## src/rtl/dragon_segment_chain.sv

```systemverilog
// Dragon body tracker: shifts {orient,pos} segments one cell per movement step and
// grows/shrinks on queued commands. Define SEG_COLLIDE_EN to build head-vs-body collision.
module dragon_segment_chain #(
    parameter int  SEG_MAX     = 16,
    parameter int  POS_W       = 8,
    parameter int  ORIEN_W     = 2,
    parameter int  MOVE_PERIOD = 20,
    parameter int  INIT_LEN    = 1,
    localparam int SEG_W       = ORIEN_W + POS_W,
    localparam int LEN_W       = $clog2(SEG_MAX + 1)
) (
    input  logic                     clk,
    input  logic                     reset,
    input  logic                     vsync,
    input  logic [1:0]               cmd,
    input  logic [SEG_W-1:0]         head_in,
    output logic [SEG_MAX*SEG_W-1:0] seg_bus,
    output logic [SEG_MAX-1:0]       seg_en,
    output logic [LEN_W-1:0]         length,
    output logic                     full,
    output logic                     step,
    output logic                     self_hit
);
    localparam int               FC_W     = (MOVE_PERIOD > 1) ? $clog2(MOVE_PERIOD) : 1;
    localparam logic [FC_W-1:0]  FC_LAST  = FC_W'(MOVE_PERIOD - 1);
    localparam logic [LEN_W-1:0] LEN_MAX  = LEN_W'(SEG_MAX);
    localparam logic [LEN_W-1:0] LEN_INIT = LEN_W'(INIT_LEN);
    localparam logic [LEN_W-1:0] LEN_ONE  = LEN_W'(1);

    logic              vsync_q;
    logic [FC_W-1:0]   frame_cnt;
    logic signed [3:0] delta;
    logic              vs_rise;
    logic              step_now;
    logic              do_grow;
    logic              do_shrink;
    logic              do_clear;
    logic [LEN_W-1:0]  len_next;
    logic signed [3:0] delta_adj;
    logic signed [3:0] delta_next;
    logic signed [4:0] delta_sum;

    assign vs_rise   = vsync & ~vsync_q;
    assign step_now  = vs_rise && (frame_cnt == FC_LAST);
    assign do_grow   = (cmd == 2'b01);
    assign do_shrink = (cmd == 2'b10);
    assign do_clear  = (cmd == 2'b11);

    function automatic logic [SEG_MAX-1:0] en_mask(input logic [LEN_W-1:0] len);
        logic [SEG_MAX-1:0] m;
        m = '0;
        for (int i = 0; i < SEG_MAX; i++) begin
            m[i] = (i < int'(len));
        end
        return m;
    endfunction

    // The step consumes the old delta first; a coincident grow/shrink then counts toward the next step.
    always_comb begin
        len_next  = length;
        delta_adj = delta;
        if (do_clear) begin
            len_next  = LEN_INIT;
            delta_adj = 4'sd0;
        end else if (step_now) begin
            if (delta > 4'sd0) begin
                if (length < LEN_MAX) begin
                    len_next  = length + LEN_ONE;
                    delta_adj = delta - 4'sd1;
                end else begin
                    delta_adj = 4'sd0;
                end
            end else if (delta < 4'sd0) begin
                if (length > LEN_ONE) begin
                    len_next  = length - LEN_ONE;
                    delta_adj = delta + 4'sd1;
                end else begin
                    delta_adj = 4'sd0;
                end
            end
        end
        delta_sum = {delta_adj[3], delta_adj};
        if (do_grow) begin
            delta_sum = delta_sum + 5'sd1;
        end else if (do_shrink) begin
            delta_sum = delta_sum - 5'sd1;
        end
        if (delta_sum > 5'sd7) begin
            delta_next = 4'sd7;
        end else if (delta_sum < -5'sd7) begin
            delta_next = -4'sd7;
        end else begin
            delta_next = delta_sum[3:0];
        end
        if (do_clear) begin
            delta_next = 4'sd0;
        end
    end

    always_ff @(posedge clk or negedge reset) begin
        if (!reset) begin
            vsync_q   <= 1'b0;
            frame_cnt <= '0;
            delta     <= 4'sd0;
            length    <= LEN_INIT;
            seg_en    <= en_mask(LEN_INIT);
            full      <= (LEN_INIT == LEN_MAX);
            seg_bus   <= '0;
            step      <= 1'b0;
        end else begin
            vsync_q <= vsync;
            delta   <= delta_next;
            length  <= len_next;
            seg_en  <= en_mask(len_next);
            full    <= (len_next == LEN_MAX);
            step    <= step_now & ~do_clear;
            if (do_clear) begin
                seg_bus   <= '0;
                frame_cnt <= '0;
            end else begin
                if (vs_rise) begin
                    frame_cnt <= (frame_cnt == FC_LAST) ? '0 : frame_cnt + 1'b1;
                end
                if (step_now) begin
                    seg_bus <= {seg_bus[(SEG_MAX-1)*SEG_W-1:0], head_in};
                end
            end
        end
    end

`ifdef SEG_COLLIDE_EN
    logic hit;

    // Only body cells that remain visible after the step can be hit; the tail cell moves away.
    always_comb begin
        hit = 1'b0;
        for (int i = 0; i < SEG_MAX - 1; i++) begin
            if ((i + 1 < int'(len_next)) &&
                (seg_bus[i*SEG_W +: POS_W] == head_in[POS_W-1:0])) begin
                hit = 1'b1;
            end
        end
    end

    always_ff @(posedge clk or negedge reset) begin
        if (!reset) begin
            self_hit <= 1'b0;
        end else begin
            self_hit <= step_now & ~do_clear & hit;
        end
    end
`else
    assign self_hit = 1'b0;
`endif

endmodule

```

## config.mk

```make
export PLATFORM = sky130hd
export DESIGN_NAME = dragon_segment_chain
export DESIGN_NICKNAME = d
export VERILOG_FILES = /design/src/rtl/dragon_segment_chain.sv
export SDC_FILE = /design/constraint.sdc
export NUM_CORES = 1
export LEC_CHECK = 0
export CAP_MARGIN = 20
export CORE_ASPECT_RATIO = 1.75
export CORE_MARGIN = 2
export CORE_UTILIZATION = 50
export DETAILED_ROUTE_END_ITERATION = 10
export MAX_ROUTING_LAYER = met4
export PLACE_DENSITY = 0.81
export SETUP_SLACK_MARGIN = 0.3
export SLEW_MARGIN = 20
export SYNTH_ARGS = -nofsm -noshare
export SYNTH_HDL_FRONTEND = slang
export SYNTH_SLANG_ARGS = --single-unit
```

## constraint.sdc

```tcl
create_clock -name clk -period 3.65 [get_ports clk]
set_input_delay 0.5475 -clock clk [delete_from_list [all_inputs] [get_ports clk]]
set_output_delay 0.5475 -clock clk [all_outputs]
set_load 0.02 [all_outputs]
```

==> impl_metrics.csv, run 1 <==
group,metric,value,unit
timing,hold_violations,0,
critical_path,reg2reg_from,"delta[0]$_DFF_PN0_",
timing,drv_slew,0,
yosys,ys_warn_count,0,
global_routing,grt_max_degree,103,
timing,tns,0,ns
detailed_routing,top_layer,"met4",
detailed_routing,wl_met2,11500,µm
power_and_ir_drop,cellPowerDensity,426,nW/µm²
cts,cts_tree,"done",
yosys,synthArstFlopShare,100,%
critical_path,cp_max_fo,5,
yosys,ys_ff_latch,192,
layout,finish.utilization,68.4,%
timing,skew,0.0106,ns
detailed_routing,viasPerCell,5.48,
yosys,yosys.area.top_type,"dfrtp_1",
cts,numCtsBuffers,17,
yosys,syn_inst,912,
critical_path,critPathLaunch,"delta[0]$_DFF_PN0_",
timing,setup_ws,0.572,ns
power_and_ir_drop,power,4.63,mW
placement,place.detailed.hpwl,14800,µm
detailed_routing,drt-total-wl,22100,µm
die,core_area,15900,µm²
cts,clk_latency,0.44,ns
critical_path,arrival,3.43,ns
detailed_routing,met3WireLength,1090,µm
cts,cts.sinks,192,
cts,htree_levels,4,
cts,cts_root_buffer,"clkbuf_16",
global_routing,grt_usage,27.0,%
flow_run,cap_violations,0,
detailed_routing,wl_met1,8270,µm
layout,final_cells,1285,
layout,drive_above_1_share,5.94,%
layout,syn_to_final_growth,33.5,%
global_routing,grt_overflow_total,0,
detailed_routing,num_vias,7045,
placement,dp_cells,1252,
global_routing,grt_antenna_before_repair,1,
die,die_x,100,µm
placement,io_buffers,197,
cts,clk_pin_slew,0.07,ns
detailed_routing,wire_per_inst,17.2,µm
yosys,yosys-top-cells-count,"nand2_1, dfrtp_1, a21oi_1",
detailed_routing,drt_iter0_markers,493,
power_and_ir_drop,max-vdd-ir-drop,0.000308,V
die,start_util,51.3,%
yosys,ys_dominant_reg_cell,"dfrtp_1",
timing,period_needed,3.08,ns
placement,routabilityCongestion,0.876,
timing,period_share,84.3,%
die,die_h,173,µm
timing,fmax,0.325,GHz
layout,fillers,1253,
timing,setup_viol,0,
detailed_routing,drtPass1Iterations,4,
yosys,synth.most_common_cell,"nand2_1",
detailed_routing,detail-route-antenna-nets,0,
die,rows,61,
yosys,syn_nets,935,
placement,pre_cts_ws,0.230,ns
yosys,syn_avg_cell_area,8.92,µm²
yosys,yosysUniqueCellTypes,59,
power_and_ir_drop,p_leak,4.61,nW
critical_path,crit_type,"flop to flop",
layout,nNetsFinal,1105,
hold_path,min_path_type,"input port to async pin",
die,boundaryPins,199,
detailed_routing,post-route-drc-count,0,
yosys,ys_seq_area_share,59.1,%
global_routing,grt_pass1_wl,35800,µm
critical_path,cp-end-kind,"flop",
global_routing,grt_pass1_vias,6896,
critical_path,crit_required,4.00,ns
die,die_area,17300,µm²
cts,cts_buffer_depth,2,
yosys,synth-edff-count,0,
yosys,synth_area,8140,µm²
outcome,status,"completed",
timing,slew_headroom,33.1,%
timing,rsz0062_at_grt,"yes",
yosys,synth_top_area_share,58.4,%
critical_path,start_kind,"flop",
timing,tightest_slew,1.00,ns
yosys,ys_top_cells_by_area,"dfrtp_1, nand2_1, a21oi_1, clkbuf_1, ha_1",
-- where the power goes --
group	switching, mW	leakage (nW)	total, mW	internal [mW]
registers	0.0524	2.66	2.20	2.15
logic	0.291	1.65	0.456	0.164
clock network	0.820	0.295	1.97	1.15
total	1.16	4.61	4.63	3.47
-- area by class of cell --
class                           instances  area, µm²  area share, %
Sequential cell                       192       4810           44.2
Multi-Input combinational cell        642       3050           28.0
Timing Repair Buffer                  212       2090           19.3
Clock buffer                           20        437           4.02
Tap cell                              189        236           2.18
Clock inverter                         12        180           1.66
Inverter                               17       63.8          0.587
Antenna cell                            1       2.50         0.0230
-- per-stage QoR --
stage | cell area (µm²) | hold slack (ns)
finish | 10900 | 0.191
global route | 10900 | 0.266
CTS | 10900 | 0.238
detailed placement | 10200 | 0.523
global placement | 10200 | 0.508
floorplan | 8140 | 0.252
-- cells in the final DEF, fill, tap and decap left out, drive strengths merged, types with 4 or more instances in the layout --
master,n
nand2,347
clkdlybuf4s50,196
dfrtp,190
a21oi,170
clkbuf,21
o21ai,21
inv,20
nor2,17
buf,15
nor3,9
ha,8
nand3,6
nor2b,5
and3,5
o22ai,4
nand4,4
bufinv,4
-- path summary, 6_finish.rpt --
check	endpoint	slack, ns	depth (start not counted)
max	delta[0]$_DFF_PN0_	0.57	15
min	seg_bus[16]$_DFFE_PN0P_	0.19	1
max reg2reg	delta[0]$_DFF_PN0_	0.57	15
min reg2reg	seg_bus[152]$_DFFE_PN0P_	0.53	2
max in group asynchronous	seg_bus[88]$_DFFE_PN0P_	2.46	2
min in group clk	seg_bus[152]$_DFFE_PN0P_	0.53	2
-- critical path, cell delays in order (launching register included) --
cell      delay (ns)
dfrtp_1         0.43
inv_1           0.09
ha_1            0.24
nor2b_1         0.15
nor3_1          0.41
o211ai_1        0.24
a21o_1          0.27
inv_1           0.07
ha_1            0.13
nand2_1         0.06
inv_1           0.10
o22ai_1         0.09
mux2i_1         0.20
o221ai_1        0.15
and3_1          0.20
o221ai_1        0.17
-- sequential cells by signal, indices dropped and copies added, names as in the netlist --
register   count
delta          4
frame_cnt      5
full           1
length         5
seg_bus      160
seg_en        15
step           1
vsync_q        1
-- logic make-up (layout without fill, tap and decap cells) --
| kind of cell | after synthesis | after routing | share of synthesized area [%] |
|---|---|---|---|
| other | 1 | 2 | 0.0461 |
| and+or+nand+nor | 409 | 409 | 20.5 |
| AOI/OAI and AO/OA | 217 | 217 | 14.6 |
| muxes | 2 | 2 | 0.261 |
| xor gates and xnor gates | 5 | 5 | 0.538 |
| buffers and inverters | 78 | 261 | 3.77 |
| adders and majority gates | 8 | 8 | 1.23 |
| DFF | 192 | 192 | 59.1 |
-- layer usage --
layer	global-route usage, %	vias to the layer above
met4	15.5	0
met1	30.8	3404
met5	-	-
met3	5.82	72
li1	-	3342
met2	43.5	227
-- repair_timing --
item,4_1_cts,5_1_grt
setup endpoints to repair,0,3
setup buffers,0,0
hold buffers,0,0
resized for setup,0,2
Power figures use the tool's default switching activity.
==> inputs of run 2 (changes only) <==
Clock period 3.65 ns to 3 ns, I/O delays scaled along.
==> run 2 against run 1 <==
  * Design area is 4.6% higher
  * Clock skew grew 0.0051 ns
  * Worst hold slack got worse by 0.15 ns
  * Worst setup slack lost 0.44 ns
  * Flip-flop and latch count did not move
  * Count of clock-buffer cells in the layout shrank 3
  * Global-route usage down 0.25 points
  * Cell count is 3.0% higher
  * Maximum frequency is 7.5% higher
  * Highest routed layer unchanged
==> impl_metrics.csv, run 2 (same netlist as run 1, synthesis figures left out) <==
group,metric,value,unit
outcome,status,"completed",
global_routing,grt_usage,26.8,%
power_and_ir_drop,pwr-share-comb,15.4,%
cts,clk_pin_slew,0.08,ns
timing,tightest_slew,0.924,ns
critical_path,crit_required,3.36,ns
die,core_area,15900,µm²
flow_run,cap_violations,0,
detailed_routing,post-route-drc-count,0,
power_and_ir_drop,switching_power,1.66,mW
cts,htree_levels,4,
layout,final_cells,1324,
detailed_routing,drtPass1Iterations,5,
power_and_ir_drop,cellPowerDensity,520,nW/µm²
die,die_h,173,µm
power_and_ir_drop,power,5.91,mW
global_routing,grt_max_degree,92,
layout,regArea,4810,µm²
timing,setup_viol,0,
critical_path,start_kind,"flop",
placement,pre_cts_ws,-0.00829,ns
cts,numCtsBuffers,17,
layout,syn_to_final_growth,39.7,%
detailed_routing,drt_iter0_markers,451,
global_routing,grt_antenna_before_repair,0,
timing,tns,0,ns
timing,skew,0.0157,ns
layout,largest_register_ffs,160,
cts,cts_root_buffer,"clkbuf_16",
die,die_x,100,µm
timing,period_needed,2.86,ns
power_and_ir_drop,pwr-share-clk,39.3,%
layout,drive_above_1_share,12.0,%
cts,cts_buffer_depth,2,
placement,io_buffers,197,
layout,n_antenna_cell,0,
critical_path,cp-end-kind,"flop",
placement,dp_cells,1278,
die,die_area,17300,µm²
critical_path,arrival,3.22,ns
detailed_routing,detail-route-antenna-nets,0,
layout,top_register,"seg_bus",
die,boundaryPins,199,
die,rows,61,
detailed_routing,wire_per_inst,17.5,µm
placement,routabilityCongestion,0.920,
cts,cts_tree,"done",
timing,period_share,95.5,%
critical_path,crit_type,"flop to flop",
critical_path,cp_max_fo,3,
timing,fmax,0.349,GHz
timing,slew_headroom,38.4,%
power_and_ir_drop,p_int,4.25,mW
layout,multiInputGateArea,3190,µm²
timing,hold_violations,0,
power_and_ir_drop,pwr-share-seq,45.3,%
placement,place_area,10500,µm²
cts,cts.sinks,192,
layout,final_cell_mix,"nand2_1, clkdlybuf4s50_1, dfrtp_1",
hold_path,min_path_type,"input port to async pin",
layout,fillers,1145,
global_routing,grt_pass1_wl,35500,µm
layout,nNetsFinal,1145,
cts,clk_latency,0.44,ns
detailed_routing,viasPerCell,5.49,
layout,design_area,11400,µm²
timing,rsz0062_at_grt,"yes",
placement,place.detailed.hpwl,14900,µm
layout,top_regs,"seg_bus (160), seg_en (15)",
detailed_routing,drt-total-wl,23100,µm
layout,final_common_cell,"nand2_1",
timing,drv_slew,0,
power_and_ir_drop,max-vdd-ir-drop,0.000405,V
die,start_util,51.3,%
timing,setup_ws,0.136,ns
global_routing,grt_overflow_total,0,
cts,holdBufCountCts,0,
detailed_routing,num_vias,7269,
power_and_ir_drop,p_leak,4.85,nW
global_routing,grt_pass1_vias,6807,
power_and_ir_drop,p_sw_share,28.2,%
[run 2: cell count changes in the layout (fill, tap and decap cells not counted), moves of 4 or more]
cell      previous run  this run
buf_4               14        49
inv_6                3         8
clkinv_8             0         4
o21ai_2              1         5
[run 2: power groups by stage]
stage	sequential [mW]	combinational, mW	clock [mW]
2_1_floorplan	2.69	0.397	0
3_3_place_gp	2.72	0.659	0
3_5_place_dp	2.72	0.670	0
4_1_cts	2.67	0.774	2.37
5_1_grt	2.68	0.973	2.47
6_report	2.68	0.908	2.33
[run 2: cell type report]
class	instances	area share [%]
sequential	192	42.3
multi-input combinational	642	28.1
timing repair buffer	252	21.6
clock buffer	17	3.74
tap	189	2.08
clock inverter	15	1.65
inverter	17	0.561
[run 2: final timing paths]
path	from	to	slack, ns	cells after the start
worst max-delay path	delta[0]$_DFF_PN0_	delta[0]$_DFF_PN0_	0.14	15
worst min-delay path	reset	seg_bus[56]$_DFFE_PN0P_	0.05	1
worst max register to register	delta[0]$_DFF_PN0_	delta[0]$_DFF_PN0_	0.14	15
worst min register to register	seg_bus[158]$_DFFE_PN0P_	seg_bus[158]$_DFFE_PN0P_	0.52	2
max in group asynchronous	reset	seg_bus[110]$_DFFE_PN0P_	2.12	2
min in group clk	seg_bus[158]$_DFFE_PN0P_	seg_bus[158]$_DFFE_PN0P_	0.52	2
[run 2: worst max-delay path, stage by stage (launching register included)]
cell and delay [ns]:
dfrtp_1 0.42, inv_2 0.08, ha_4 0.16, nor2b_4 0.12
nor3_1 0.35, o211ai_1 0.22, a21o_1 0.25, inv_1 0.07
ha_2 0.17, nand2_2 0.07, inv_2 0.08, o22ai_2 0.07
mux2i_2 0.21, o221ai_1 0.15, and3_1 0.21, o221ai_2 0.16
[run 2: what timing repair did]
item / CTS / global route
setup endpoints to repair: 12 / 13
pin swaps: 9 / 12
setup buffers: 4 / 9
resized for setup: 21 / 21
gates cloned: 0 / 1
hold endpoints to repair: 0 / 0
[run 2: per-stage QoR]
stage,hold slack (ns),utilization [%]
2_1_floorplan,0.154,-
3_3_place_gp,0.511,65.8
3_5_place_dp,0.514,65.8
4_1_cts,0.0504,70.4
5_1_grt,0.0823,71.6
6_report,0.0453,71.6
[run 2: metal layers]
metal | part of all wire (%) | up-vias | track usage (%)
met5 | 0 | - | -
met4 | 3.8 | 0 | 11.7
met3 | 4.9 | 49 | 4.37
met2 | 53 | 265 | 44.4
met1 | 38 | 3540 | 32.0
li1 | - | 3415 | -
